<file path="src/rtl/note_coord_picker_if.sv">
// Note-in / draw-request-out bundle between the note source, the coordinate
// picker and the VGA drawer.
interface note_coord_picker_if;
    logic       clear;
    logic       ld_note;
    logic [3:0] note;
    logic [1:0] octave;
    logic       draw_ack;
    logic [7:0] x;
    logic [6:0] y;
    logic [2:0] colour;
    logic       draw_req;
    logic       busy;
    logic       page_wrap;
    logic       dropped;
    logic [4:0] col;
    logic [1:0] row;

    modport master (
        output clear, ld_note, note, octave, draw_ack,
        input  x, y, colour, draw_req, busy, page_wrap, dropped, col, row
    );

    modport slave (
        input  clear, ld_note, note, octave, draw_ack,
        output x, y, colour, draw_req, busy, page_wrap, dropped, col, row
    );
endinterface

</file>
<file path="src/rtl/note_coord_picker.sv">
// Maps each accepted note to a screen slot and colour on the 160x120 display
// and holds the draw request until the drawer acknowledges it.
module note_coord_picker #(
    parameter int COLS = 18,
    parameter int ROWS = 4
) (
    input  logic               clk,
    input  logic               reset,
    note_coord_picker_if.slave bus
);
    localparam logic [0:0] ST_IDLE  = 1'b0;
    localparam logic [0:0] ST_REQ   = 1'b1;
    localparam logic [4:0] LAST_COL = 5'(COLS - 1);
    localparam logic [1:0] LAST_ROW = 2'(ROWS - 1);
    localparam logic [3:0] NOTE_MAX  = 4'd11;
    localparam logic [3:0] NOTE_REST = 4'hF;

    logic [0:0] r_state;
    logic [7:0] r_x;
    logic [6:0] r_y;
    logic [2:0] r_colour;
    logic [4:0] r_col;
    logic [1:0] r_row;
    logic       r_page_wrap;
    logic       r_dropped;

    logic       w_idle;
    logic       w_req;
    logic       w_accept;
    logic       w_rest;
    logic       w_ack;
    logic       w_advance;
    logic       w_wrap;
    logic [4:0] w_col_next;
    logic [1:0] w_row_next;
    logic [7:0] w_x_slot;
    logic [6:0] w_y_slot;

    function automatic logic [2:0] octave_colour(input logic [1:0] oct);
        logic [2:0] c;
        case (oct)
            2'd0:    c = 3'b001;
            2'd1:    c = 3'b010;
            2'd2:    c = 3'b100;
            2'd3:    c = 3'b111;
            default: c = 3'b000;
        endcase
        return c;
    endfunction

    assign w_idle    = (r_state == ST_IDLE);
    assign w_req     = (r_state == ST_REQ);
    assign w_accept  = w_idle && bus.ld_note && (bus.note <= NOTE_MAX);
    assign w_rest    = w_idle && bus.ld_note && (bus.note == NOTE_REST);
    assign w_ack     = w_req && bus.draw_ack;
    assign w_advance = w_rest || w_ack;

    // Each pitch step moves the glyph 2 pixels up from the row's bottom line.
    assign w_x_slot = {r_col, 3'b000} + 8'd8;
    assign w_y_slot = 7'd26 + (7'(r_row) * 7'd30) - {2'b00, bus.note, 1'b0};

    // Next slot pointer, wrapping column into row and row into page.
    always_comb begin
        w_col_next = r_col;
        w_row_next = r_row;
        w_wrap     = 1'b0;
        if (r_col == LAST_COL) begin
            w_col_next = 5'd0;
            if (r_row == LAST_ROW) begin
                w_row_next = 2'd0;
                w_wrap     = 1'b1;
            end else begin
                w_row_next = r_row + 2'd1;
            end
        end else begin
            w_col_next = r_col + 5'd1;
        end
    end

    // Request state: clear abandons any pending draw.
    always_ff @(posedge clk or negedge reset) begin
        if (!reset) begin
            r_state <= ST_IDLE;
        end else if (bus.clear) begin
            r_state <= ST_IDLE;
        end else if (w_accept) begin
            r_state <= ST_REQ;
        end else if (w_ack) begin
            r_state <= ST_IDLE;
        end
    end

    // Glyph position and colour, latched only when a pitched note is taken.
    always_ff @(posedge clk or negedge reset) begin
        if (!reset) begin
            r_x      <= 8'd8;
            r_y      <= 7'd4;
            r_colour <= 3'b000;
        end else if (!bus.clear && w_accept) begin
            r_x      <= w_x_slot;
            r_y      <= w_y_slot;
            r_colour <= octave_colour(bus.octave);
        end
    end

    // Slot pointer and the page-wrap pulse that follows its last advance.
    always_ff @(posedge clk or negedge reset) begin
        if (!reset) begin
            r_col       <= 5'd0;
            r_row       <= 2'd0;
            r_page_wrap <= 1'b0;
        end else if (bus.clear) begin
            r_col       <= 5'd0;
            r_row       <= 2'd0;
            r_page_wrap <= 1'b0;
        end else begin
            r_page_wrap <= w_advance && w_wrap;
            if (w_advance) begin
                r_col <= w_col_next;
                r_row <= w_row_next;
            end
        end
    end

    // Sticky overrun flag: any note offered while a request is outstanding.
    always_ff @(posedge clk or negedge reset) begin
        if (!reset) begin
            r_dropped <= 1'b0;
        end else if (bus.clear) begin
            r_dropped <= 1'b0;
        end else if (w_req && bus.ld_note) begin
            r_dropped <= 1'b1;
        end
    end

    assign bus.x         = r_x;
    assign bus.y         = r_y;
    assign bus.colour    = r_colour;
    assign bus.draw_req  = w_req;
    assign bus.busy      = w_req;
    assign bus.page_wrap = r_page_wrap;
    assign bus.dropped   = r_dropped;
    assign bus.col       = r_col;
    assign bus.row       = r_row;
endmodule

</file>
<file path="src/flat_wrapper.sv">
// flat-port wrapper written by rule: the top's interface ports become plain ports
module note_coord_picker_flat 
#(
    parameter int COLS = 18,
    parameter int ROWS = 4
)
  (clk, reset, bus_clear, bus_ld_note, bus_note, bus_octave, bus_draw_ack, bus_x, bus_y, bus_colour, bus_draw_req, bus_busy, bus_page_wrap, bus_dropped, bus_col, bus_row);
  note_coord_picker_if bus_i ();
  input  logic clk;
  input  logic reset;
  input wire logic [$bits(bus_i.clear)-1:0] bus_clear;
  input wire logic [$bits(bus_i.ld_note)-1:0] bus_ld_note;
  input wire logic [$bits(bus_i.note)-1:0] bus_note;
  input wire logic [$bits(bus_i.octave)-1:0] bus_octave;
  input wire logic [$bits(bus_i.draw_ack)-1:0] bus_draw_ack;
  output wire logic [$bits(bus_i.x)-1:0] bus_x;
  output wire logic [$bits(bus_i.y)-1:0] bus_y;
  output wire logic [$bits(bus_i.colour)-1:0] bus_colour;
  output wire logic [$bits(bus_i.draw_req)-1:0] bus_draw_req;
  output wire logic [$bits(bus_i.busy)-1:0] bus_busy;
  output wire logic [$bits(bus_i.page_wrap)-1:0] bus_page_wrap;
  output wire logic [$bits(bus_i.dropped)-1:0] bus_dropped;
  output wire logic [$bits(bus_i.col)-1:0] bus_col;
  output wire logic [$bits(bus_i.row)-1:0] bus_row;
  assign bus_i.clear = bus_clear;
  assign bus_i.ld_note = bus_ld_note;
  assign bus_i.note = bus_note;
  assign bus_i.octave = bus_octave;
  assign bus_i.draw_ack = bus_draw_ack;
  assign bus_x = bus_i.x;
  assign bus_y = bus_i.y;
  assign bus_colour = bus_i.colour;
  assign bus_draw_req = bus_i.draw_req;
  assign bus_busy = bus_i.busy;
  assign bus_page_wrap = bus_i.page_wrap;
  assign bus_dropped = bus_i.dropped;
  assign bus_col = bus_i.col;
  assign bus_row = bus_i.row;
  note_coord_picker #(.COLS(COLS), .ROWS(ROWS)) u_core (.clk(clk), .reset(reset), .bus(bus_i));
endmodule
</file>
<file path="config.mk">
export PLATFORM = sky130hd
export DESIGN_NAME = note_coord_picker_flat
export DESIGN_NICKNAME = d
export VERILOG_FILES = /design/src/rtl/note_coord_picker_if.sv /design/src/rtl/note_coord_picker.sv /design/src/flat_wrapper.sv
export SDC_FILE = /design/constraint.sdc
export NUM_CORES = 1
export LEC_CHECK = 0
export BUFFER_PORTS_ARGS = -buffer_cell sky130_fd_sc_hd__buf_4
export CAP_MARGIN = 20
export CORE_AREA = 2 2 83 45
export DETAILED_ROUTE_END_ITERATION = 8
export DIE_AREA = 0 0 85 47
export GPL_ROUTABILITY_DRIVEN = 0
export MAX_ROUTING_LAYER = met4
export PLACE_DENSITY = 0.74
export SLEW_MARGIN = 10
export SYNTH_ARGS = -nofsm -noshare
export SYNTH_HDL_FRONTEND = slang
export SYNTH_SLANG_ARGS = --single-unit
</file>
<file path="constraint.sdc">
create_clock -name clk -period 2.2 [get_ports clk]
set_input_delay 0 -clock clk [delete_from_list [all_inputs] [get_ports clk]]
set_output_delay 0 -clock clk [all_outputs]
set_load 0.1 [all_outputs]
</file>
* Yosys cells after proc, flatten, opt, wreduce, memory -nomap -nowiden *
Index checks and enable logic that the tools add are counted.

word-level totals
  logic and storage cells = 53
  flip-flop bits (word level) = 28

operators by class
  reduce and logical (&&, ||, !) cells = 15
  eq/ne operators = 6
  $mul = 1
  add/subtract/negate cells = 5
  multiplexer cells = 16
  $lt $le $gt $ge = 1
  bitwise operators = 1

operators with widths
  kind                                                 number
  2-to-1 mux 5 bit                                     3
  one-hot mux 3 bit (4 select lines)                   1
  adder 8 x 4 -> 8 bit, second input constant          1
  2-to-1 mux 1 bit                                     8
  2-to-1 mux 2 bit                                     4
  adder 5 x 7 -> 7 bit, first input constant           1
  logical AND 1 bit                                    7
  subtractor 7 x 5 -> 7 bit                            1
  equality test 2 bit, second input constant           3
  multiplier 2 x 4 -> 6 bit, second input constant     1
  nonzero test 2 bit                                   3
  adder 5 x 1 -> 5 bit, second input constant          1
  equality test 5 bit, second input constant           1
  equality test 4 bit, second input constant           1
  <= comparator 4 bit, second input constant           1
  nonzero test 3 bit                                   1
  adder 2 x 1 -> 2 bit, second input constant          1
  equality test 2 x 1 -> 1 bit, second input constant  1
  logical NOT 2 bit                                    1
  AND reduction 2 bit                                  1
  logical NOT 1 bit                                    1
  logical OR 1 bit                                     1
  inverter 1 bit                                       1

* Logic depth before layout (Yosys ltp) *
  depth after elaboration = 6
  mapped depth = 9
  gate-level depth less buffers = 9

* Least setup slack after synthesis *
No wires, ideal clock.

  kind = register to register
  from = reg u_core.r_row[0] (netlist: u_core.bus.row[0])
  to = reg u_core.r_y[5] (netlist: u_core.bus.y[5])
  clock period less this slack = 2947 ps
  data required time = 2071 ps
  setup time = 129 ps
  data arrival time = 2818 ps
  setup slack = -747 ps
  cell stages (with the launch flop) = 9
  path buffers = 0
  cells stage by stage = dfrtp_1 > inv_1 > ha_1 > ha_1 > fa_1 > a21o_1 > a21oi_1 > xor2_1 > o21ai_0

between the ends
  cells in the longest elaborated chain, start to end = 3

RTL lines
  item                       RTL line                  RTL
  start, declared            note_coord_picker.sv:23   logic [1:0] r_row;
  start signal, assigned     note_coord_picker.sv:120  r_row <= w_row_next;
  multiplier 2 x 4 -> 6 bit  note_coord_picker.sv:60   assign w_y_slot = 7'd26 + (7'(r_row) * 7'd30) - {2'b00, bus.note, 1'b0};
  adder 5 x 7 -> 7 bit       note_coord_picker.sv:60
  subtractor 7 x 5 -> 7 bit  note_coord_picker.sv:60
  end signal, assigned       note_coord_picker.sv:101  r_y <= w_y_slot;
  end, declared              note_coord_picker.sv:20   logic [6:0] r_y;

No other way between the ends.
A chain may end at the register's enable or synchronous reset.

* Worst setup path after layout *
Ends and elaborated chain as after synthesis.

==> impl_results.md <==
- Avg Inst Size Synth: roughly 9.7 sq um
- Place WS: 13.80 ps
- First-pass GRT wire length: between 5000 and 6000 microns
- Post-DR wirelength/cell: 14.31 microns
- Initial cell density of the core: 45.45%
- Busiest layer in global routing: met2
- Largest net degree at the start of global routing: 29
- FF-to-FF End: u_core.bus.y[5]$_DFFE_PN0P_
- CP endpoint: u_core.bus.y[5]$_DFFE_PN0P_
- Synth area leader: dfrtp_1
- Final net count: 223
- Critical path capture point type: register
- Worst EP required: 2320 ps
- Max_cap viols: 0
- CP Class: register to register
- CP most frequent cell: ha_4
- Hold WC Path Type: input port to register
- CP startpoint: u_core.bus.row[0]$_DFFE_PN0P_
- # DRC: 0
- Synth async-reset ratio: 100.0%
- Clock tree from TritonCTS: yes
- IO Pins: 40
- Die W: 85 microns
- Syn Std Cell Area: 0.001493 sq mm
- Seq cells post-synth: 24
- Distinct cells, synth: 39
- Crit-path cells: inv_6 -> ha_4 -> ha_4 -> fa_2 -> a21o_1 -> a21oi_2 -> xor2_1 -> o21ai_1
- Die height: about 47 microns
- DRT Wirelength: 3334 microns
- Met3 Usage GRT: ~4.6%
- R2R cell count: 8
- CP arrival: 2300 ps
- Total number of vias: 1186
- Max IR drop VDD: 0.5545 mV
- Diode count: 0
- Cell Pwr Density: around 750 mW/mm^2
- Clock sink total: 24
- Slowest stage delay, CP: just over 500 ps
- DR iter-0 viols: 40
- Top cell type's share of synthesized area: between 30% and 40%
- Die ar.: 0.003995 sq mm
- Synth area leaders: dfrtp_1 37%, ha_1 16%, nand2_1 4.5%, o21ai_0 4.4%, inv_1 3.8%
- Std-Cell Rows: 15
- Met2 usage: about a quarter
- Primary FF master, synth: dfrtp_1
- Post-synthesis sequential area ratio: 40.40%
- GR Util All Layers: 17.89%
- Post-DP HPWL: 2557 microns
- Period utilisation layout: 99.23%
- Pins over their slew limit: 0
- Most common cell in the synthesized netlist: dfrtp_1
- Final Hold Fails: 0
- R2R Setup Slk: 20 ps
- Port buffer count: 35
- Setup violators final: 0
- Clock Path Buffers: 2
- Vias in the first global route: 1097
- Final ANT Viol Nets: 0
- Yosys warns: 0
- Post-DR vias/cell: 5.090
- Share of layout cells above drive strength 1: 29.32%
- Clock skew: 8.085 ps
- Critical Path Source Type: register
- CTS H-Tree Depth: 1
- Total Power: approximately 1400 uW
- Core Box Area: 0.003284 sq mm
- Leakage: 0.0009227 uW
- Status: complete, no violations
- GR met1 Demand/Resource: 24.48%
- Clock transition at path regs: ~90 ps
- CP max stage cell: dfrtp_4
- Fin worst setup slack: 16.99 ps
- CTS Buf Count: 3
- Area grow syn2layout: 27.83%
- Relative slew margins: 47.84%
- Grt ovf: 0
- Worst r2r src: u_core.bus.row[0]$_DFFE_PN0P_
- Clk_lat worst skew: 270 ps
- Least-Margin Pin Slew: 782.4 ps
- Fin crit period: 2183 ps
- CTS Root Cell: clkbuf_8
- Post-synth top cells: 22 x dfrtp_1, 19 x ha_1, 18 x nand2_1
- Number of flops mapped to enable cells by yosys: 0
- Post-Syn Instances: 154
- F_max: 458.1 MHz
- Pre-Repair DR Iteration Count: 4
- Crit-path max FO: 5
- Initial antenna violation count: 0
[through the flow]
stage,util (%),hold slack [ps],setup TNS (ps),cells,instance area [sq um]
after floorplan,-,-295.6,0,157,1556
after detailed placement,55.28,-80.46,0,225,1815
after CTS,57.79,1.377,0,233,1898
final,58.10,0.02159,0,233,1908
after global routing,58.10,35.16,-3.091,233,1908
after global placement,55.28,-90.24,0,225,1815
[placed cells by master, fill, tap and decap left out, drive strengths merged, types with 5 or more instances in the layout]
cell / netlist / layout
buf: 8 / 36
inv: 15 / 15
o31ai: 5 / 5
nand2: 18 / 18
o21ai: 15 / 15
ha: 19 / 19
dfrtp: 22 / 22
a21oi: 10 / 10
[cell families (layout without fill, tap and decap cells)]
logic type	after synthesis	in the layout	synth area share [%]
AND/OR/NAND/NOR	41	41	15.09
AO/OA/AOI/OAI	37	37	15.17
flip-flops	24	24	40.40
buffers and inverters	24	58	7.543
adder cells (fa/ha/maj)	20	20	17.27
XOR/XNOR	6	6	3.521
other	1	4	0.2512
multiplexers	1	1	0.7543
[state kept, by name, indices dropped and copies added (netlist names)]
| register | cells |
|---|---|
| u_core.bus.y | 6 |
| u_core.bus.page_wrap | 1 |
| u_core.bus.row | 2 |
| u_core.bus.x | 5 |
| u_core.bus.col | 5 |
| u_core.bus.busy | 1 |
| u_core.bus.dropped | 1 |
| u_core.bus.colour | 3 |
[timing repair]
action | in CTS | in global routing
gates resized for setup | 0 | 4
buffers inserted | 1 | 0
endpoints found under the hold margin | 31 | 0
setup endpoints to repair | 1 | 3
hold buffers | 3 | 0
cloned | 0 | 0
pin swaps | 0 | 2
[metal layers]
metal	share of wire, %	vias to the layer above
li1	-	589
met1	49	552
met2	44	41
met3	6.3	4
met4	0.87	0
met5	0	-
[worst max-delay path, delay by kind of cell, from the launching register on]
kind	cells	cell delay (ps)
buffers and inverters	1	90
adder cells (fa/ha/maj)	3	790
XOR/XNOR	1	200
flip-flops	1	510
AO/OA/AOI/OAI	3	430
[final cells by class]
class | instances | area (sq um)
inverters | 15 | 63.81
flip-flops and latches | 24 | 610.6
fillers | 279 | 1376
repair buffers | 39 | 300.3
multi-input cells | 109 | 835.8
well taps | 42 | 52.55
clock buffers | 4 | 45.04
[worst min-delay path by stage]
stage | start | endpoint | depth (start not counted)
after floorplan | reset | u_core.bus.busy$_DFFE_PN0P_ | 0
after global placement | reset | u_core.bus.y[1]$_DFFE_PN0P_ | 1
after detailed placement | reset | u_core.bus.colour[1]$_DFFE_PN0P_ | 1
after CTS | bus_ld_note | u_core.bus.dropped$_DFFE_PN0P_ | 3
after global routing | bus_ld_note | u_core.bus.dropped$_DFFE_PN0P_ | 3
final | bus_ld_note | u_core.bus.dropped$_DFFE_PN0P_ | 3
[report_power, final]
| part | switching, uW | total [uW] | internal [uW] | leakage, uW |
|---|---|---|---|---|
| logic | 500 | 631 | 131 | 0.000589 |
| clock network | 141 | 271 | 129 | 0.0000228 |
| registers | 30.7 | 526 | 495 | 0.000311 |
Note: power is estimated with default switching activity, not from simulation.
